### src/rtl/cpu_sched_pkg.sv
// Shared definitions for the CPU input scheduler and the CPU benches.
//   sched_state_e   : IDLE / DRIVE / GAP state encoding (2 bits)
//   HOLD_CYCLES_DEF : default number of cycles a byte is held on cpu_in
//   IDLE_VALUE_DEF  : default value driven on cpu_in between transactions
//   clog2, max3     : elaboration-time sizing helpers
package cpu_sched_pkg;

    typedef enum logic [1:0] {
        ST_IDLE  = 2'd0,
        ST_DRIVE = 2'd1,
        ST_GAP   = 2'd2
    } sched_state_e;

    localparam int unsigned HOLD_CYCLES_DEF = 70;
    localparam int unsigned IDLE_VALUE_DEF  = 0;

    // Smallest r with 2**r >= v.
    function automatic int unsigned clog2(input int unsigned v);
        int unsigned r;
        r = 0;
        for (int unsigned i = 0; i < 32; i++) begin
            if ((64'd1 << i) < 64'(v)) begin
                r = i + 1;
            end
        end
        return r;
    endfunction

    function automatic int unsigned max3(input int unsigned a,
                                         input int unsigned b,
                                         input int unsigned c);
        int unsigned m;
        m = a;
        if (b > m) m = b;
        if (c > m) m = c;
        return m;
    endfunction

endpackage

### src/rtl/rr_arbiter.sv
// Combinational round-robin picker.
//   req  : request vector
//   ptr  : index searched first; search wraps ptr, ptr+1, ... mod N
//   en   : qualifies the whole search
//   pick : one-hot winner
//   idx  : binary index of the winner
//   any  : a winner exists
module rr_arbiter
    import cpu_sched_pkg::*;
#(
    parameter int unsigned N = 4
) (
    input  logic [N-1:0]                         req,
    input  logic [clog2(max3(N, 2, 1))-1:0]      ptr,
    input  logic                                 en,
    output logic [N-1:0]                         pick,
    output logic [clog2(max3(N, 2, 1))-1:0]      idx,
    output logic                                 any
);

    localparam int unsigned IDX_W = clog2(max3(N, 2, 1));

    logic        w_found;
    int unsigned w_j;

    // First requester at or after ptr, in wrap-around order.
    always_comb begin
        pick    = '0;
        idx     = '0;
        w_found = 1'b0;
        w_j     = 0;
        for (int unsigned k = 0; k < N; k++) begin
            w_j = (32'(ptr) + k) % N;
            if (en && !w_found && req[w_j]) begin
                w_found    = 1'b1;
                pick[w_j]  = 1'b1;
                idx        = IDX_W'(w_j);
            end
        end
        any = w_found;
    end

endmodule

### src/rtl/cpu_in_scheduler.sv
// Time-multiplexes the CPU's single input port between N_REQ requesters.
// A granted byte is held on cpu_in for HOLD_CYCLES cycles, cpu_out is then
// sampled and returned to that requester, followed by GAP_CYCLES of IDLE_VALUE.
//   clk, rst   : clock, synchronous active-high reset
//   req        : level requests, one bit per requester
//   req_data   : requester i's byte at [i*DATA_W +: DATA_W]
//   grant      : one-hot pulse when a request is accepted
//   resp_valid : one-hot pulse when resp_data holds that requester's answer
//   resp_data  : sampled cpu_out
//   busy       : high whenever a transaction or gap is in progress
//   cpu_in     : drives the CPU input port
//   cpu_out    : CPU output port
module cpu_in_scheduler
    import cpu_sched_pkg::*;
#(
    parameter int unsigned        N_REQ       = 4,
    parameter int unsigned        DATA_W      = 8,
    parameter int unsigned        HOLD_CYCLES = HOLD_CYCLES_DEF,
    parameter int unsigned        GAP_CYCLES  = 4,
    parameter logic [DATA_W-1:0]  IDLE_VALUE  = DATA_W'(IDLE_VALUE_DEF)
) (
    input  logic                      clk,
    input  logic                      rst,
    input  logic [N_REQ-1:0]          req,
    input  logic [N_REQ*DATA_W-1:0]   req_data,
    output logic [N_REQ-1:0]          grant,
    output logic [N_REQ-1:0]          resp_valid,
    output logic [DATA_W-1:0]         resp_data,
    output logic                      busy,
    output logic [DATA_W-1:0]         cpu_in,
    input  logic [DATA_W-1:0]         cpu_out
);

    localparam int unsigned CNT_W = clog2(max3(HOLD_CYCLES, GAP_CYCLES, 2));
    localparam int unsigned IDX_W = clog2(max3(N_REQ, 2, 1));
    localparam logic [CNT_W-1:0] HOLD_LOAD = CNT_W'(HOLD_CYCLES - 1);
    localparam logic [CNT_W-1:0] GAP_LOAD  =
        CNT_W'((GAP_CYCLES == 0) ? 0 : GAP_CYCLES - 1);

    sched_state_e        r_state;
    logic [CNT_W-1:0]    r_cnt;
    logic [IDX_W-1:0]    r_ptr;
    logic [N_REQ-1:0]    r_sel;
    logic [N_REQ-1:0]    r_grant;
    logic [N_REQ-1:0]    r_resp_valid;
    logic [DATA_W-1:0]   r_resp_data;
    logic                r_busy;
    logic [DATA_W-1:0]   r_cpu_in;

    logic [N_REQ-1:0]    w_pick;
    logic [IDX_W-1:0]    w_idx;
    logic                w_any;
    logic [IDX_W-1:0]    w_ptr_next;
    logic [DATA_W-1:0]   w_sel_data;

    rr_arbiter #(.N(N_REQ)) u_arb (
        .req  (req),
        .ptr  (r_ptr),
        .en   (r_state == ST_IDLE),
        .pick (w_pick),
        .idx  (w_idx),
        .any  (w_any)
    );

    assign w_ptr_next = (w_idx == IDX_W'(N_REQ - 1)) ? '0 : w_idx + IDX_W'(1);

    // Byte of the requester being granted this cycle.
    always_comb begin
        w_sel_data = '0;
        for (int unsigned i = 0; i < N_REQ; i++) begin
            if (w_pick[i]) begin
                w_sel_data = req_data[i*DATA_W +: DATA_W];
            end
        end
    end

    // Scheduler FSM with registered outputs.
    always_ff @(posedge clk) begin
        if (rst) begin
            r_state      <= ST_IDLE;
            r_cnt        <= '0;
            r_ptr        <= '0;
            r_sel        <= '0;
            r_grant      <= '0;
            r_resp_valid <= '0;
            r_resp_data  <= '0;
            r_busy       <= 1'b0;
            r_cpu_in     <= IDLE_VALUE;
        end else begin
            r_grant      <= '0;
            r_resp_valid <= '0;
            case (r_state)
                ST_IDLE: begin
                    if (w_any) begin
                        r_grant  <= w_pick;
                        r_sel    <= w_pick;
                        r_cpu_in <= w_sel_data;
                        r_cnt    <= HOLD_LOAD;
                        r_ptr    <= w_ptr_next;
                        r_busy   <= 1'b1;
                        r_state  <= ST_DRIVE;
                    end
                end
                ST_DRIVE: begin
                    if (r_cnt != '0) begin
                        r_cnt <= r_cnt - CNT_W'(1);
                    end else begin
                        r_resp_data  <= cpu_out;
                        r_resp_valid <= r_sel;
                        r_cpu_in     <= IDLE_VALUE;
                        if (GAP_CYCLES == 0) begin
                            r_busy  <= 1'b0;
                            r_state <= ST_IDLE;
                        end else begin
                            r_cnt   <= GAP_LOAD;
                            r_state <= ST_GAP;
                        end
                    end
                end
                ST_GAP: begin
                    if (r_cnt != '0) begin
                        r_cnt <= r_cnt - CNT_W'(1);
                    end else begin
                        r_busy  <= 1'b0;
                        r_state <= ST_IDLE;
                    end
                end
                default: begin
                    r_state <= ST_IDLE;
                end
            endcase
        end
    end

    assign grant      = r_grant;
    assign resp_valid = r_resp_valid;
    assign resp_data  = r_resp_data;
    assign busy       = r_busy;
    assign cpu_in     = r_cpu_in;

endmodule

### config.mk
export PLATFORM = sky130hd
export DESIGN_NAME = cpu_in_scheduler
export DESIGN_NICKNAME = d
export VERILOG_FILES = /design/src/rtl/cpu_sched_pkg.sv /design/src/rtl/rr_arbiter.sv /design/src/rtl/cpu_in_scheduler.sv
export SDC_FILE = /design/constraint.sdc
export NUM_CORES = 1
export LEC_CHECK = 0
export CORE_MARGIN = 1
export CORE_UTILIZATION = 34
export DETAILED_ROUTE_END_ITERATION = 8
export PLACE_DENSITY = 0.61
export SYNTH_ARGS = -nofsm -noshare
export SYNTH_HDL_FRONTEND = slang
export SYNTH_HIERARCHICAL = 1
export SYNTH_SLANG_ARGS = --single-unit
### constraint.sdc
create_clock -name clk -period 4.9 [get_ports clk]
set_input_delay 1.225 -clock clk [delete_from_list [all_inputs] [get_ports clk]]
set_output_delay 1.225 -clock clk [all_outputs]
set_load 0.02 [all_outputs]
==> results.py <==
metrics = {
    "status": {
        "status": "completed",
    },
    "synth": {
        "seq_area_frac_synth": 0.325,
        "synthesis.area_um2": 2460,
        "avgSynthCellArea_um2": 8.96,
        "synthCells": 275,
        "async_flop_share": 0,
        "synth_top_area_frac": 0.325,
        "synthTopCellsByArea": "dfxtp_1 33%, ha_1 7.6%, mux2i_1 5.7%",
        "synth-edff-count": 0,
        "synth_seq_cells": 40,
        "synthFlopType": "dfxtp_1",
        "yosysTopAreaCell": "dfxtp_1",
        "yosysWarnings": 6,
        "ys_types": 56,
        "synth_nets": 336,
    },
    "timing": {
        "fin_crit_sh": 0.759,
        "setup_violations": 0,
        "finClkSkew_ns": 0.00929,
        "tns_ns": 0,
        "maxSlewViolCount": 0,
        "period_minus_slack_ns": 3.72,
        "tightest_slew_ns": 0.891,
        "hold_viol": 0,
        "fmax_mhz": 269,
        "slew-limit-headroom": 0.404,
        "rsz0062_at_grt": "false",
    },
    "global_routing": {
        "overflow": 0,
        "grt_pass1_wl_um": 10400,
        "grt_pass1_vias": 2175,
        "antenna_found_initial": 0,
        "grt_max_degree": 28,
        "grt_use_total": 0.173,
    },
    "worst_setup_path": {
        "r2r_slack_ns": 1.29,
        "cp_max_fo": 9,
        "cp-start-kind": "input port",
        "endpoint_kind": "flip-flop",
        "critPathRequiredTime_ns": 5.12,
        "r2r_cells": 10,
        "timing.rr.end": "r_cnt[3]$_SDFFE_PP0P_",
        "crit_type": "in2reg",
        "cp-startpoint": "req[2]",
        "r2r_start": "r_ptr[1]$_SDFFE_PP0P_",
        "crit_arrival_ns": 3.94,
    },
    "routing": {
        "viasPerCell": 5.29,
        "firstDrtPassIters": 4,
        "wl_per_cell_um": 14.2,
        "drc_errors": 0,
        "vias": 2328,
        "routed_wl_um": 6250,
        "ant_nets": 0,
        "dr.first_iter.drc_count": 64,
    },
    "finish": {
        "syn_to_final_growth_pct": 36.9,
        "utilization": 0.488,
        "layout_common_cells": "70 x clkdlybuf4s50_1, 40 x dfxtp_1, 20 x nand2b_1",
        "num-nets-final": 404,
        "n_antenna_cell": 0,
        "final_cells": 440,
        "design_area_um2": 3370,
        "layout_commonest_cell": "clkdlybuf4s50_1",
        "drive_above_1_share": 0.0814,
    },
    "placement": {
        "placed_area_um2": 3260,
        "place_congestion": 0.807,
        "placedCellCount": 432,
        "hpwlAfterDp_um": 4510,
        "io_buffers": 70,
    },
    "die": {
        "die_x_um": 87.1,
        "rows": 30,
        "coreArea_um2": 6910,
        "dieArea_um2": 7590,
        "io_pins": 71,
        "start_util": 0.357,
        "die_y_um": 87.1,
    },
    "pwr": {
        "peakVddDrop_uv": 218,
        "p_leak_nw": 1.26,
        "power_mw": 1.85,
        "powerDensity_nw_per_um2": 549,
    },
    "cts": {
        "post_cts_buffers": 0,
        "cts_tree": "yes",
        "cts_max_path_buffers": 2,
        "cts.repair.resized": 0,
        "clk_latency_ns": 0.29,
        "hold_buffers": 0,
        "htreeDepth": 2,
        "clkSinkCount": 40,
        "path_clk_slew_ns": 0.08,
        "cts-root-buf": "clkbuf_8",
        "cts_inserted_buffers": 5,
    },
    "min_path": {
        "hold_path_startpoint": "r_sel[1]$_SDFFE_PP0P_",
        "hold_path_depth": 2,
        "min_to": "r_sel[1]$_SDFFE_PP0P_",
        "hold_class": "reg2reg",
    },
    "flow_run": {
        "timing.max_cap.violations": 0,
    },
}
area by class of cell:
| cell class | instances | area (um^2) |
|---|---|---|
| repair buffers | 77 | 753 |
| well taps | 96 | 120 |
| inverters | 11 | 41.3 |
| multi-input cells | 208 | 1540 |
| clock inverters | 3 | 46.3 |
| clock buffers | 5 | 68.8 |
| fillers | 695 | 3530 |
| flip-flops and latches | 40 | 801 |
worst max-delay path, cell delays in order:
cell	delay, ns
clkdlybuf4s50_1	0.52
mux4_2	0.62
or2_4	0.30
o31a_1	0.36
nor2b_1	0.16
buf_4	0.16
nor2_1	0.13
or2_2	0.30
a31oi_1	0.15
power by group:
group | leakage (nW) | internal (mW) | total (mW) | switching (mW)
sequential | 0.326 | 0.417 | 0.481 | 0.0642
combinational | 0.881 | 0.485 | 1.09 | 0.608
clock | 0.0548 | 0.153 | 0.276 | 0.122
per-layer routing:
layer / vias to the layer above / track usage / share of wire
li1: 1155 / - / -
met1: 1107 / 0.236 / 0.46
met2: 62 / 0.281 / 0.47
met3: 4 / 0.0322 / 0.051
met4: 0 / 0.0447 / 0.0098
met5: - / 0 / 0
cells in the mapped netlist (all sizes together), types with 2 or more instances:
library cell,number
o21a,2
and2,4
buf,8
a21oi,14
nor4b,3
dfxtp,40
o31a,2
a311oi,2
inv,11
nor3b,5
or2,2
a221o,8
mux4,4
nand2b,20
ha,15
a32oi,8
clkbuf,8
nor2b,4
o21ai,15
a211oi,2
mux2i,14
nand2,19
o22ai,3
o2bb2ai,8
nand3,10
nor2,19
nor3,5
sequential cells by signal (all words and copies together) (netlist names):
register    count
busy            1
cpu_in          8
grant           4
r_cnt           7
r_ptr           2
r_sel           4
r_state         2
resp_data       8
resp_valid      4
kinds of logic after synthesis:
| group | Yosys count | share of synthesized area |
|---|---|---|
| AND/OR/NAND/NOR | 98 | 0.218 |
| multiplexers | 19 | 0.101 |
| adder cells (fa/ha/maj) | 15 | 0.0762 |
| buffers and inverters | 27 | 0.0493 |
| AO/OA/AOI/OAI | 76 | 0.231 |
| flip-flops | 40 | 0.325 |
stage by stage:
stage	hold WS (ns)	setup WS (ns)
4_1_cts	0.460	1.21
6_report	0.458	1.18
3_3_place_gp	0.439	0.928
3_5_place_dp	0.447	0.859
2_1_floorplan	0.432	1.47
5_1_grt	0.479	0.959
worst max path at each step:
stage	endpoint	cells after the start	slack (ns)
after CTS	r_cnt[3]$_SDFFE_PP0P_	9	1.21
after global routing	cpu_in[1]$_SDFFE_PP0P_	10	0.96
after global placement	r_cnt[3]$_SDFFE_PP0P_	9	0.93
after detailed placement	cpu_in[6]$_SDFFE_PP0P_	10	0.86
after floorplan	r_cnt[3]$_SDFFE_PP0P_	10	1.47
final	r_cnt[3]$_SDFFE_PP0P_	9	1.18
Note: power is estimated with default switching activity, not from simulation.
==> RTL edit 1, RTL diff (config.mk and constraints unchanged) <==
The parameter `N_REQ` goes from 4 to 6.
--- a/src/rtl/cpu_in_scheduler.sv
+++ b/src/rtl/cpu_in_scheduler.sv
@@ -13,7 +13,7 @@
 module cpu_in_scheduler
     import cpu_sched_pkg::*;
 #(
-    parameter int unsigned        N_REQ       = 4,
+    parameter int unsigned        N_REQ       = 6,
     parameter int unsigned        DATA_W      = 8,
     parameter int unsigned        HOLD_CYCLES = HOLD_CYCLES_DEF,
     parameter int unsigned        GAP_CYCLES  = 4,
Interface: changed (resized grant, req, req_data and resp_valid); port bits go from 71 to 93. No check against the original RTL was run, so the function may have changed too.
==> RTL edit 1 against the unedited design <==
Area after synthesis up 59%. First-iteration DRC count increased to 4.3 times the old value. Via count increased by 78%. Setup slack got worse by 0.86 ns. Routed wire length rose by 88%. Cell area increased by 56%. Power rose by 110%. Sequential share of layout area is 5.9 points lower. Sequential cell count is 7 higher.
==> RTL edit 1: results (changes against the unedited design) <==
- Layout cells sized above 1: 12.5% (was 8.14%)
- The cell count after synthesis was 489 (was 275).
- Top cells by instance count after synthesis: sky130_fd_sc_hd__nand2_1, sky130_fd_sc_hd__dfxtp_1, sky130_fd_sc_hd__nor2_1 (was sky130_fd_sc_hd__dfxtp_1, sky130_fd_sc_hd__nand2b_1, sky130_fd_sc_hd__nor2_1).
* Result of the run: complete, no violations (unchanged)
* Inst Count DP: 724 (was 432)
* Buffer cell driving the clock tree root: sky130_fd_sc_hd__clkbuf_16 (was sky130_fd_sc_hd__clkbuf_8)
- The total number of vias is 4135 (was 2328).
* Number of nets in the layout: 679 (was 404)
- Endpoint arrival time on the critical path: 4.76 ns (was 3.94 ns)
* Synth Area in Compound Gates: 29.9% (was 23.1%)
- The standby leakage power came to 1.99 nW (was 1.26 nW).
- First-pass GRT wire length: 19300 um (was 10400 um)
- The xor and xnor fraction of the mapped netlist area was 2.20% (was 0%).
* Largest fanout of any net on the critical path: 8 (was 9)
- The total detailed-routing wirelength is 11800 um (was 6250 um).
* Worst setup path start: r_ptr[1] (was req[2])
- The overall routing resource usage is 20.5% (was 17.3%).
* Biggest cell delay along the critical path: 0.46 ns (was 0.62 ns)
- Max transition margin: 52.8% (was 40.4%)
* Final standard cell count with taps included and fillers excluded: 734 (was 440)
* Share of synthesized cell area in full adder, half adder and majority cells: 7.02% (was 7.62%)
* Half-perimeter wire length after detailed placement: 9200 um (was 4510 um)
* Synth Net Count: 575 (was 336)
* Ranking of synthesized cells by area: sky130_fd_sc_hd__dfxtp_1, sky130_fd_sc_hd__ha_1, sky130_fd_sc_hd__nand2_1 (was sky130_fd_sc_hd__dfxtp_1, sky130_fd_sc_hd__ha_1, sky130_fd_sc_hd__mux2i_1)
- Placer's final routability congestion estimate: 0.899 (was 0.807)
* Mux contribution to synthesized area: 5.01% (was 10.1%)
- Slack of the worst reg-to-reg path: 0.33 ns (was 1.29 ns)
* Worst setup path endpoint: cpu_in[3] (was r_cnt[3])
- Pin count of the biggest net entering global routing: 20 (was 28)
* Cell with the largest stage delay on the worst path: sky130_fd_sc_hd__dfxtp_1 (was sky130_fd_sc_hd__mux4_2)
- Total of fill cells in the finished design: 1082 (was 695)
- CTS clock-pin slew for the worst setup and hold paths: 0.07 ns
- Capturing point of the worst reg2reg path: cpu_in[3] (was r_cnt[3])
- DR iter-0 viols: 277 (was 64)
* Number of library cell types mapped by synthesis: 85 (was 56)
* Share of the yosys chip area belonging to registers: 24.0% (was 32.5%)
- The highest ir drop seen on vdd was 0.265 mV (was 0.218 mV).
- Port Buf Inserts: 92 (was 70)
- The cell count of the worst reg-to-reg path came to 16 (was 10).
- Max Clock Skew: 0.00368 ns (was 0.00929 ns)
RTL edit 1: where the power goes:
part	internal, mW	leakage, nW	total (mW)	switching, mW
Clock	0.195	0.0723	0.356	0.161
Combinational	1.19	1.53	2.92	1.73
Sequential	0.478	0.383	0.544	0.0661
Total	1.86	1.99	3.82	1.95
RTL edit 1: cells by family after synthesis:
logic type	Yosys count
AND/OR/NAND/NOR	187
adder cells (fa/ha/maj)	22
XOR/XNOR	6
buffers and inverters	45
flip-flops	47
AO/OA/AOI/OAI	163
multiplexers	19
RTL edit 1: worst min path at each step:
stage | start | slack, ns | cells past startpoint | to
floorplan | r_sel[0] | 0.43 | 1 | resp_valid[0]
global placement | r_sel[5] | 0.44 | 1 | resp_valid[5]
detailed placement | r_sel[2] | 0.44 | 2 | r_sel[2]
CTS | r_sel[2] | 0.45 | 2 | r_sel[2]
global route | resp_data[7] | 0.47 | 2 | resp_data[7]
finish | r_sel[2] | 0.45 | 2 | r_sel[2]
RTL edit 1: final cells by class:
class                           instances  area [um2]  area share (%)
Clock buffer                            5         125            2.38
Clock inverter                          3        27.5           0.523
Inverter                               21        82.6            1.57
Multi-Input combinational cell        397        2770            52.7
Tap cell                              140         175            3.33
Sequential cell                        47         941            17.9
Timing Repair Buffer                  121        1140            21.7
RTL edit 1: routing by layer:
metal  vias up  global-route usage (%)  part of all wire [%]
met2       144                    33.5                    46
met5         -                       0                     0
met1      1930                    26.5                    45
li1       2033                       -                     -
met4         0                    7.43                   2.5
met3        28                    4.33                   6.1
RTL edit 1: worst max-delay path: cells and delay by family (launching register included):
kind                     cells  cell delay [ns]
adder cells (fa/ha/maj)      2             0.62
XOR/XNOR                     1             0.17
AND/OR/NAND/NOR              4             1.05
multiplexers                 1             0.38
buffers and inverters        1             0.10
AO/OA/AOI/OAI                7             1.69
flip-flops                   1             0.46
RTL edit 1: metrics by stage:
| step | power [mW] | setup WS (ns) | area, um2 | hold slack (ns) |
|---|---|---|---|---|
| final | 3.82 | 0.327 | 5260 | 0.452 |
| after global routing | 4.16 | 0.0219 | 5260 | 0.470 |
| after CTS | 3.78 | 0.201 | 5240 | 0.452 |
| after detailed placement | 3.41 | 0.220 | 5080 | 0.442 |
| after global placement | 3.36 | 0.293 | 5080 | 0.437 |
| after floorplan | 2.65 | 0.458 | 3920 | 0.430 |
RTL edit 1: repair_timing:
item,in CTS,in global routing
setup endpoints to repair,0,8
gates resized for setup,0,3
setup buffers,0,2
==> RTL edit 2, RTL diff (same settings) <==
Without the edit above. The 3 states of `sched_state_e` get a one-hot encoding in 3 bits.
--- a/src/rtl/cpu_sched_pkg.sv
+++ b/src/rtl/cpu_sched_pkg.sv
@@ -5,10 +5,10 @@
 //   clog2, max3     : elaboration-time sizing helpers
 package cpu_sched_pkg;
 
-    typedef enum logic [1:0] {
-        ST_IDLE  = 2'd0,
-        ST_DRIVE = 2'd1,
-        ST_GAP   = 2'd2
+    typedef enum logic [2:0] {
+        ST_IDLE  = 3'b001,
+        ST_DRIVE = 3'b010,
+        ST_GAP   = 3'b100
     } sched_state_e;
 
     localparam int unsigned HOLD_CYCLES_DEF = 70;
Behaviour: same outputs for any inputs over 4 cycles, from zero or initial values and one cycle with rst high; so few cycles prove little.
==> RTL edit 2 against the unedited design <==
Fmax is 5.8% lower. Sequential cell count is 1 higher. Die area is 2.2% higher. Area after synthesis is 2.3% higher. Setup slack worse by 0.23 ns. Power is 13% higher. Cell area is 1.8% higher. Clock skew is 0.0011 ns lower. Routed wire length stayed put. Clock power is 3% higher. Critical path type unchanged. Highest routed layer unchanged.
==> RTL edit 2: results (changes against the unedited design) <==
- Result of the run: complete, no violations (unchanged)
- The routed length per instance came to 13.3 um (was 14.2 um).
- The via count of the first global-routing pass was 2180 (was 2175).
- The internal power is 1.16 mW (was 1.06 mW).
* Clock buf count: 6 (was 5)
* Sequential group share of total power: 24.5% (was 26.0%)
- The number of filler cells placed in the layout came to 713 (was 695).
- Ranking of synthesized cells by area: sky130_fd_sc_hd__dfxtp_1, sky130_fd_sc_hd__a21oi_1, sky130_fd_sc_hd__nand2_1 (was sky130_fd_sc_hd__dfxtp_1, sky130_fd_sc_hd__ha_1, sky130_fd_sc_hd__mux2i_1)
- Half-perimeter wire length after detailed placement: 4630 um (was 4510 um)
- The largest clock skew in the final design came to 0.00819 ns (was 0.00929 ns).
- Synth Net Count: 362 (was 336)
* Layout cells sized above 1: 8.58% (was 8.14%)
- The fraction of cell area in non-clock buffers was 22.2% (was 22.3%).
- Largest fanout of any net on the critical path: 21 (was 9)
- Fraction of area in registers: 23.9% (was 23.7%)
* Seq group: 0.511 mW (was 0.481 mW)
- The post-placement setup slack was 0.656 ns (was 0.859 ns).
* Number of combinational gates with multiple inputs: 229 (was 208)
- First-pass GRT wire length: 10400 um (about the same)
- The final critical delay including setup and external delays was 3.95 ns (was 3.72 ns).
- Relative area of clock buffers and inverters in the final design: 3.50% (was 3.41%)
* Fin Hold WS: 0.452 ns (was 0.458 ns)
- Number of library cell types mapped by synthesis: 54 (was 56)
- Number of nets in the layout: 429 (was 404)
* Number of signal-net buffers in the layout: 78 (was 77)
[RTL edit 2: changes by cell type after synthesis, moves of 9 or more]
cell / unedited run / this run
sky130_fd_sc_hd__nand2_1: 18 / 50
sky130_fd_sc_hd__nand2b_1: 20 / 3
sky130_fd_sc_hd__a21oi_1: 14 / 38
sky130_fd_sc_hd__nand3b_1: 1 / 11
sky130_fd_sc_hd__nor2_1: 19 / 10
[RTL edit 2: layer usage]
layer	GRT usage (%)	part of all wire [%]	vias to the layer above
li1	-	-	1227
met1	22.4	47	1081
met2	27.3	46	71
met3	4.52	6.2	5
met4	4.99	0.99	0
met5	0	0	-
[RTL edit 2: worst max-delay path: stages]
cell                              delay [ns]
sky130_fd_sc_hd__clkdlybuf4s50_1        0.53
sky130_fd_sc_hd__mux4_2                 0.63
sky130_fd_sc_hd__or2_4                  0.30
sky130_fd_sc_hd__o31a_1                 0.27
sky130_fd_sc_hd__and4bb_2               0.39
sky130_fd_sc_hd__o21ai_0                0.34
sky130_fd_sc_hd__nand3_1                0.14
sky130_fd_sc_hd__a2111oi_2              0.29
[RTL edit 2: final timing paths]
kind / from / cells after the start / end
max: req[2] / 8 / r_cnt[3]
min: r_sel[2] / 2 / r_sel[2]
max reg2reg: r_ptr[1] / 9 / r_cnt[3]
min reg2reg: r_sel[2] / 2 / r_sel[2]
[RTL edit 2: through the flow]
stage	utilization [%]	cells
CTS	47.6	472
global placement	45.9	464
detailed placement	45.9	464
global route	47.6	472
floorplan	-	305
finish	47.6	472
[RTL edit 2: cells by family (layout without fill, tap and decap cells)]
kind of cell	Yosys count	after routing	share of synthesized area, %
buffers and inverters	35	103	6.16
muxes	13	13	7.50
AOI/OAI and AO/OA	85	85	22.0
DFF	41	41	32.6
and+or+nand+nor	120	120	26.3
adders and majority gates	11	11	5.46
